===== src/rtl/if_issue_if.sv =====
// Bus between the fetch/issue stage and its environment: instruction memory,
// redirect input, and the issued instruction with its load-forward tags.
interface if_issue_if #(
   parameter int CNT_W = 16
);
   logic [31:0]      imem_addr;
   logic [31:0]      imem_data;
   logic             redirect_valid;
   logic [31:0]      redirect_pc;
   logic [31:0]      instr_out;
   logic [2:0]       ld_rs_out;
   logic [2:0]       ld_rt_out;
   logic             hazard_stall;
   logic [CNT_W-1:0] bubble_cnt;

   modport master (
      output imem_addr, instr_out, ld_rs_out, ld_rt_out, hazard_stall, bubble_cnt,
      input  imem_data, redirect_valid, redirect_pc
   );

   modport slave (
      input  imem_addr, instr_out, ld_rs_out, ld_rt_out, hazard_stall, bubble_cnt,
      output imem_data, redirect_valid, redirect_pc
   );
endinterface


===== src/rtl/if_issue.sv =====
// Fetch/issue stage: owns the PC, injects one bubble per load-use hazard against
// the last issued LDW, tags issued instructions with load-forward codes.
module if_issue #(
   parameter logic [31:0] RESET_PC = 32'h0000_0000,
   parameter logic [31:0] PC_STEP  = 32'd4,
   parameter int          CNT_W    = 16
) (
   input  logic          clk,
   input  logic          rst,
   if_issue_if.master    bus
);
   localparam logic [5:0]  OP_STALL   = 6'h00;
   localparam logic [5:0]  OP_RTYPE   = 6'h01;
   localparam logic [5:0]  OP_LDW     = 6'h02;
   localparam logic [5:0]  OP_SDW     = 6'h03;
   localparam logic [5:0]  OP_BEQ     = 6'h04;
   localparam logic [31:0] STALL_WORD = {OP_STALL, 26'd0};

   function automatic logic [CNT_W-1:0] sat_inc(input logic [CNT_W-1:0] v);
      return (&v) ? v : v + CNT_W'(1);
   endfunction

   logic [31:0]      pc_q, pc_d;
   logic [31:0]      instr_q, instr_d;
   logic [2:0]       ld_rs_q, ld_rs_d;
   logic [2:0]       ld_rt_q, ld_rt_d;
   logic             prev_vld_q, prev_vld_d;
   logic [4:0]       prev_reg_q, prev_reg_d;
   logic             pprev_vld_q;
   logic [4:0]       pprev_reg_q;
   logic [CNT_W-1:0] bcnt_q, bcnt_d;
   logic             stall;

   logic [5:0] op;
   logic [4:0] rs, rt, dst;
   logic       use_rs, use_rt, is_ldw, hazard;

   always_comb begin
      op     = bus.imem_data[31:26];
      rs     = bus.imem_data[20:16];
      dst    = bus.imem_data[25:21];
      rt     = ((op == OP_SDW) || (op == OP_BEQ)) ? bus.imem_data[25:21] : bus.imem_data[15:11];
      is_ldw = (op == OP_LDW);
      use_rs = is_ldw || (op == OP_SDW) || (op == OP_BEQ) || (op == OP_RTYPE);
      use_rt = (op == OP_SDW) || (op == OP_BEQ) || (op == OP_RTYPE);
      // prev_vld_q already excludes R0 destinations, so no separate R0 guard here
      hazard = prev_vld_q && ((use_rs && (rs == prev_reg_q)) || (use_rt && (rt == prev_reg_q)));
   end

   always_comb begin
      pc_d       = pc_q + PC_STEP;
      instr_d    = bus.imem_data;
      ld_rs_d    = {2'b00, use_rs && pprev_vld_q && (rs == pprev_reg_q)};
      ld_rt_d    = {2'b00, use_rt && pprev_vld_q && (rt == pprev_reg_q)};
      prev_vld_d = is_ldw && (dst != 5'd0);
      prev_reg_d = prev_vld_d ? dst : 5'd0;
      bcnt_d     = bcnt_q;
      stall      = 1'b0;
      if (bus.redirect_valid) begin
         pc_d       = bus.redirect_pc;
         instr_d    = STALL_WORD;
         ld_rs_d    = 3'd0;
         ld_rt_d    = 3'd0;
         prev_vld_d = 1'b0;
         prev_reg_d = 5'd0;
      end else if (hazard) begin
         pc_d       = pc_q;
         instr_d    = STALL_WORD;
         ld_rs_d    = 3'd0;
         ld_rt_d    = 3'd0;
         prev_vld_d = 1'b0;
         prev_reg_d = 5'd0;
         bcnt_d     = sat_inc(bcnt_q);
         stall      = 1'b1;
      end
   end

   always_ff @(posedge clk) begin
      if (rst) begin
         pc_q        <= RESET_PC;
         instr_q     <= STALL_WORD;
         ld_rs_q     <= 3'd0;
         ld_rt_q     <= 3'd0;
         prev_vld_q  <= 1'b0;
         prev_reg_q  <= 5'd0;
         pprev_vld_q <= 1'b0;
         pprev_reg_q <= 5'd0;
         bcnt_q      <= '0;
      end else begin
         pc_q        <= pc_d;
         instr_q     <= instr_d;
         ld_rs_q     <= ld_rs_d;
         ld_rt_q     <= ld_rt_d;
         pprev_vld_q <= prev_vld_q;
         pprev_reg_q <= prev_reg_q;
         prev_vld_q  <= prev_vld_d;
         prev_reg_q  <= prev_reg_d;
         bcnt_q      <= bcnt_d;
      end
   end

   // A reset in progress suppresses the bubble indication; the edge reloads everything anyway
   assign bus.hazard_stall = stall && !rst;
   assign bus.imem_addr    = pc_q;
   assign bus.instr_out    = instr_q;
   assign bus.ld_rs_out    = ld_rs_q;
   assign bus.ld_rt_out    = ld_rt_q;
   assign bus.bubble_cnt   = bcnt_q;
endmodule

===== src/flat_wrapper.sv =====
// flat-port wrapper written by rule: the top's interface ports become plain ports
module if_issue_flat 
#(
   parameter logic [31:0] RESET_PC = 32'h0000_0000,
   parameter logic [31:0] PC_STEP  = 32'd4,
   parameter int          CNT_W    = 16
)
  (clk, rst, bus_imem_addr, bus_instr_out, bus_ld_rs_out, bus_ld_rt_out, bus_hazard_stall, bus_bubble_cnt, bus_imem_data, bus_redirect_valid, bus_redirect_pc);
  if_issue_if #(.CNT_W(CNT_W)) bus_i ();
  input  logic clk;
  input  logic rst;
  output wire logic [$bits(bus_i.imem_addr)-1:0] bus_imem_addr;
  output wire logic [$bits(bus_i.instr_out)-1:0] bus_instr_out;
  output wire logic [$bits(bus_i.ld_rs_out)-1:0] bus_ld_rs_out;
  output wire logic [$bits(bus_i.ld_rt_out)-1:0] bus_ld_rt_out;
  output wire logic [$bits(bus_i.hazard_stall)-1:0] bus_hazard_stall;
  output wire logic [$bits(bus_i.bubble_cnt)-1:0] bus_bubble_cnt;
  input wire logic [$bits(bus_i.imem_data)-1:0] bus_imem_data;
  input wire logic [$bits(bus_i.redirect_valid)-1:0] bus_redirect_valid;
  input wire logic [$bits(bus_i.redirect_pc)-1:0] bus_redirect_pc;
  assign bus_imem_addr = bus_i.imem_addr;
  assign bus_instr_out = bus_i.instr_out;
  assign bus_ld_rs_out = bus_i.ld_rs_out;
  assign bus_ld_rt_out = bus_i.ld_rt_out;
  assign bus_hazard_stall = bus_i.hazard_stall;
  assign bus_bubble_cnt = bus_i.bubble_cnt;
  assign bus_i.imem_data = bus_imem_data;
  assign bus_i.redirect_valid = bus_redirect_valid;
  assign bus_i.redirect_pc = bus_redirect_pc;
  if_issue #(.RESET_PC(RESET_PC), .PC_STEP(PC_STEP), .CNT_W(CNT_W)) u_core (.clk(clk), .rst(rst), .bus(bus_i));
endmodule

===== config.mk =====
export PLATFORM = sky130hd
export DESIGN_NAME = if_issue_flat
export DESIGN_NICKNAME = d
export VERILOG_FILES = /design/src/rtl/if_issue_if.sv /design/src/rtl/if_issue.sv /design/src/flat_wrapper.sv
export SDC_FILE = /design/constraint.sdc
export NUM_CORES = 1
export LEC_CHECK = 0
export CORE_MARGIN = 2
export CORE_UTILIZATION = 41
export DETAILED_ROUTE_END_ITERATION = 16
export PLACE_DENSITY = 0.76
export REMOVE_ABC_BUFFERS = 1
export SKIP_LAST_GASP = 1
export SYNTH_ARGS = -nofsm -noshare
export SYNTH_HDL_FRONTEND = slang
export SYNTH_SLANG_ARGS = --single-unit

===== constraint.sdc =====
create_clock -name clk -period 3 [get_ports clk]
set_clock_uncertainty 0.1 [all_clocks]
set_input_delay 0.45 -clock clk [delete_from_list [all_inputs] [get_ports clk]]
set_output_delay 0.45 -clock clk [all_outputs]
set_load 0.01 [all_outputs]

After elaboration in Yosys (flattened, before gate mapping). Cells that the tools add are included.

Bits of input ports: 67. Output and inout bits: 87. Bits in registers: 98.

Reductions and logical operators: 22. $add $sub $neg: 2. Bitwise logic cells: 3. Mux-type cells: 5. Equal/unequal tests: 9.

Operators with widths (number): 2-to-1 mux 32 bit (2); adder 32 x 3 -> 32 bit, second input constant (1); == test 5 bit (4); adder 16 x 1 -> 16 bit, second input constant (1); AND reduction 16 bit (1); == test 6 x 2 -> 1 bit, second input constant (2); logical AND 1 bit (9); == test 6 x 1 -> 1 bit, second input constant (1); == test 6 x 3 -> 1 bit, second input constant (1); logical OR 1 bit (6); 2-to-1 mux 5 bit (1); nonzero test 5 bit (1); OR reduction 4 bit (1); inverter 1 bit (3); AND reduction 3 bit (1); OR reduction 3 bit (1); 2-to-1 mux 1 bit (2); inequality test 2 bit, second input constant (1); OR reduction 2 bit (1); zero test 1 bit (1).

Longest topological paths before layout.
Depth in word-level cells: 10. Depth in mapped cells: 13.

Least setup slack after synthesis. Ideal clock, no wire load.

Kind: in2reg. From: in bus_imem_data[29]. To: reg u_core.pc_q[18] (netlist: u_core.bus.imem_addr[18]). Slack: -202 ps. Setup time: 62 ps. Buffers on the path: 3. Data arrival time: 3040 ps. Cell stages on the path: 11. Cell sequence: or3_1 buf_2 a211o_4 a221o_1 xor2_1 and4_1 buf_6 a211o_1 buf_6 or4b_1 nand3_1.

Word-level cells in the longest chain between the ends: 8. Elaborated cells between the ends (all ways): 16.

Ends and longest elaborated chain: start: declaration (line flat_wrapper.sv:18) `input wire logic [$bits(bus_i.imem_data)-1:0] bus_imem_data;`; == test 6 x 2 -> 1 bit (tied with other cells) (line if_issue.sv:42, if_issue.sv:44, if_issue.sv:45); logical OR 1 bit, on equally long branches (line if_issue.sv:42, if_issue.sv:45, if_issue.sv:44); 2-to-1 mux 5 bit or logical OR 1 bit (tied branches) (line if_issue.sv:42, if_issue.sv:44); == test 5 bit or logical OR 1 bit (tied branches) (line if_issue.sv:47, if_issue.sv:44); logical AND 1 bit (line if_issue.sv:47) `hazard = prev_vld_q && ((use_rs && (rs == prev_reg_q)) || (use_rt && (rt == prev_reg_q)));`; logical OR 1 bit * (line if_issue.sv:47); logical AND 1 bit * (line if_issue.sv:47); inequality test 2 bit (no source line) *; end signal: assignment (line if_issue.sv:90) `pc_q <= pc_d;`; end: declaration (line if_issue.sv:23) `logic [31:0] pc_q, pc_d;`.

Every way passes the cells marked *; elsewhere a longest branch is shown, timed or not. A chain may end at the register's enable or synchronous reset.

Worst setup path after layout.
From: in bus_imem_data[30]. To: out bus_hazard_stall.

Word-level cells in the longest chain between the ends: 10. Elaborated cells between the ends (all ways): 18.

Ends and longest elaborated chain: == test 6 x 2 -> 1 bit (tied with other cells) (line if_issue.sv:42, if_issue.sv:44, if_issue.sv:45); logical OR 1 bit, on equally long branches (line if_issue.sv:42, if_issue.sv:45, if_issue.sv:44); 2-to-1 mux 5 bit or logical OR 1 bit (tied branches) (line if_issue.sv:42, if_issue.sv:44); == test 5 bit or logical OR 1 bit (tied branches) (line if_issue.sv:47, if_issue.sv:44); logical AND 1 bit (line if_issue.sv:47); logical OR 1 bit * (line if_issue.sv:47); logical AND 1 bit * (line if_issue.sv:47); 2-to-1 mux 1 bit * (line if_issue.sv:66) `end else if (hazard) begin`; 2-to-1 mux 1 bit * (line if_issue.sv:59) `if (bus.redirect_valid) begin`; logical AND 1 bit * (line if_issue.sv:103) `assign bus.hazard_stall = stall && !rst;`; end: declaration (line flat_wrapper.sv:16) `output wire logic [$bits(bus_i.hazard_stall)-1:0] bus_hazard_stall;`.

Marked as above.

==> impl_metrics.ini <==
[worst_setup_path]
crit_start = bus_imem_data[30]
arrival_ns = 2.44
critPathMaxFanout = 13
crit_type = in -> out
reg2reg_depth = 9
required_ns = 2.45
cp-end-kind = primary output
r2r-start = u_core.bus.imem_addr[4]$_SDFFE_PP0P_
r2r_end = u_core.bus.imem_addr[19]$_SDFFE_PP0P_
ff2ff_setup_slack_ns = 0.43
startpoint_type = input port

[clock_network]
clkTransAtPathRegs_ns = 0.11
cts_made_buffers = 9
cts_root_buf = clkbuf_8
cts_tree = built
cts_hold_buffers = 0
clock_path_buffers = 2
clock-sinks = 94
clk-insertion-delay-late_ns = 0.37
htreeDepth = 3

[sta]
fmax_mhz = 334
min_period_ns = 2.99
slew_violations = 0
tightest_slew_ns = 0.515
hold_viol = 0
rsz0062_at_grt = yes
fin_crit_sh = 0.998
relSlewSlack = 0.657
fin_hold_ws_ns = 0.168
finalSetupViolCount = 0
fin_ws_ns = 0.00744

[min_path]
hold_path.startpoint = bus_imem_data[30]
hold_depth = 2
hp-class = in -> reg
holdPathEnd = u_core.bus.instr_out[30]$_SDFF_PP0_

[global_route]
grt_overflow_total = 0
grt_start_max_net_pins = 50
grt_usage = 0.212
antenna_found_initial = 1
grt_pass1_vias = 4250
grt_first_pass_wirelength_mm = 19.9

[floorplan]
pin_count = 154
die-area_sq_um = 11900
die_h_um = 109
start_util = 0.420
row_count = 38
die_x_um = 109
core_sq_um = 10800

[job]
maxCapViolCount = 0

[synthesis]
synth_mux_area_frac = 0.0224
synth_edf_count = 0
yosysSeqAreaShare = 0.415
synth_top_family_by_area = simple AND/OR/NAND/NOR gates
synth_fa_ha_area_frac = 0.00552
syn_inst = 508
syn_area_per_cell_sq_um = 8.93
netlist_area_sq_um = 4530
ys_warn_count = 0
yosys.area_share.simple = 0.241
synthXorXnorAreaFrac = 0.0831
async_flop_share = 0
synth_compound_area_frac = 0.178
synth_cell_types = 56
synth-seq-cells = 94
synth_ff_type = dfxtp_1

[finish]
instances_no_fill = 822
nFillCells = 939
regArea_sq_um = 1880
final_core_utilization = 0.617
final_nets = 746
drive_gt1_frac = 0.133
multi_input_area_sq_um = 2500
final_common_cell = clkdlybuf4s50_1
area_delta_synth_final_pct = 46.9
diodes = 0
layout_common_cells = clkdlybuf4s50_1 (141), dfxtp_1 (94), buf_4 (40)

[place]
pre_cts_ws_ns = -0.877
globalplace.congestion = 0.858
dp.cells = 804
dp_hpwl_mm = 9.44
port-buffer-count = 149

[detailed_routing]
drt-initial-drc-count = 188
wire_per_inst_um = 15.4
postRouteAntennaNets = 0
drt-pass1-iter-count = 4
wl_mm = 12.7
drc = 0
vias = 4348
viasPerCell = 5.29

[run_status]
status = complete, no violations

[pwr]
powerDensity_nw_per_um2 = 403
power_mw = 2.68
max-vdd-ir-drop_v = 0.000252
p_leak_nw = 2.34
==> worst max path at each step <==
| stage | endpoint |
|---|---|
| 6_report | bus_hazard_stall |
| 5_1_grt | bus_hazard_stall |
| 4_1_cts | bus_hazard_stall |
| 3_5_place_dp | bus_hazard_stall |
| 3_3_place_gp | bus_hazard_stall |
| 2_1_floorplan | u_core.prev_reg_q[0]$_SDFF_PP0_ |
==> state kept, by name (all words and copies together) (netlist names) <==
signal                 cells
u_core.bus.ld_rt_out       1
u_core.pprev_vld_q         1
u_core.prev_vld_q          1
u_core.bus.bubble_cnt     16
u_core.bus.imem_addr      32
u_core.prev_reg_q          5
u_core.bus.instr_out      32
u_core.pprev_reg_q         5
u_core.bus.ld_rs_out       1
==> synth_stat cells, drive strengths merged (2+ instances only) <==
master   instances  area (sq um)
nor3            11          55.1
o22ai            3          18.8
clkbuf          21          78.8
nor2b            7          43.8
ha               2          25.0
and3             4          25.0
buf             16           105
nor4             9          56.3
dfxtp           94          1880
xnor2           33           289
nor2            35           134
or4              5          37.5
a211o            2          26.3
mux2i            9          90.1
o211ai           5          37.5
o21bai           2          15.0
xor2            10          87.6
nand2           33           124
o31ai            4          30.0
and2            39           244
or2              4          25.0
o21ai           11          55.1
a221o            4          40.0
nand2b           3          18.8
nand4           12          75.1
a211oi          34           255
a2111oi          6           115
inv             16          60.1
a21oi           17          85.1
and4             3          26.3
or3             12          75.1
nand3           16          80.1
nor3b            5          37.5
o32ai            6          52.6
==> final cells by class <==
class | count | share of cell area
flip-flops and latches | 94 | 0.283
well taps | 140 | 0.0263
clock buffers | 12 | 0.0233
repair buffers | 192 | 0.275
multi-input cells | 363 | 0.375
inverters | 17 | 0.00958
clock inverters | 4 | 0.00808
==> critical path, cell delays in order <==
cell	delay, ns
buf_6	0.09
or3_4	0.39
buf_4	0.20
o32ai_2	0.25
a221o_1	0.23
xor2_1	0.20
and2_1	0.17
a41oi_2	0.14
nor3_2	0.17
buf_2	0.16
==> timing repair <==
item / CTS / global route
gates resized for setup: 30 / 9
hold endpoints to repair: 0 / 0
buffers inserted: 1 / 1
pin swaps: 9 / 8
endpoints found under the setup margin: 84 / 15
==> through the flow <==
stage	cell area [sq um]	TNS [ns]
CTS	6620	-0.274
finish	6660	0
global route	6660	-0.273
floorplan	4360	-72.76
global placement	6360	-41.55
detailed placement	6360	-48.25
==> layer usage <==
layer  global-route usage  wire length [um]
met4               0.0723               217
met2                0.378              6400
met1                0.250              5330
met5                    0                13
met3               0.0484               691
==> cells by family (layout without fill, tap and decap cells) <==
group	after synthesis	in the layout
simple gates	202	202
other cells	1	4
compound gates	102	102
xor+xnor	43	43
buf+inv	54	225
flops	94	94
mux	10	10
fa+ha+maj	2	2
==> report_power, final <==
group	total, mW	switching (mW)	internal, mW
registers	1.34	0.0460	1.30
clock network	0.895	0.460	0.435
logic	0.444	0.189	0.256
Note: power is estimated with default switching activity, not from simulation.
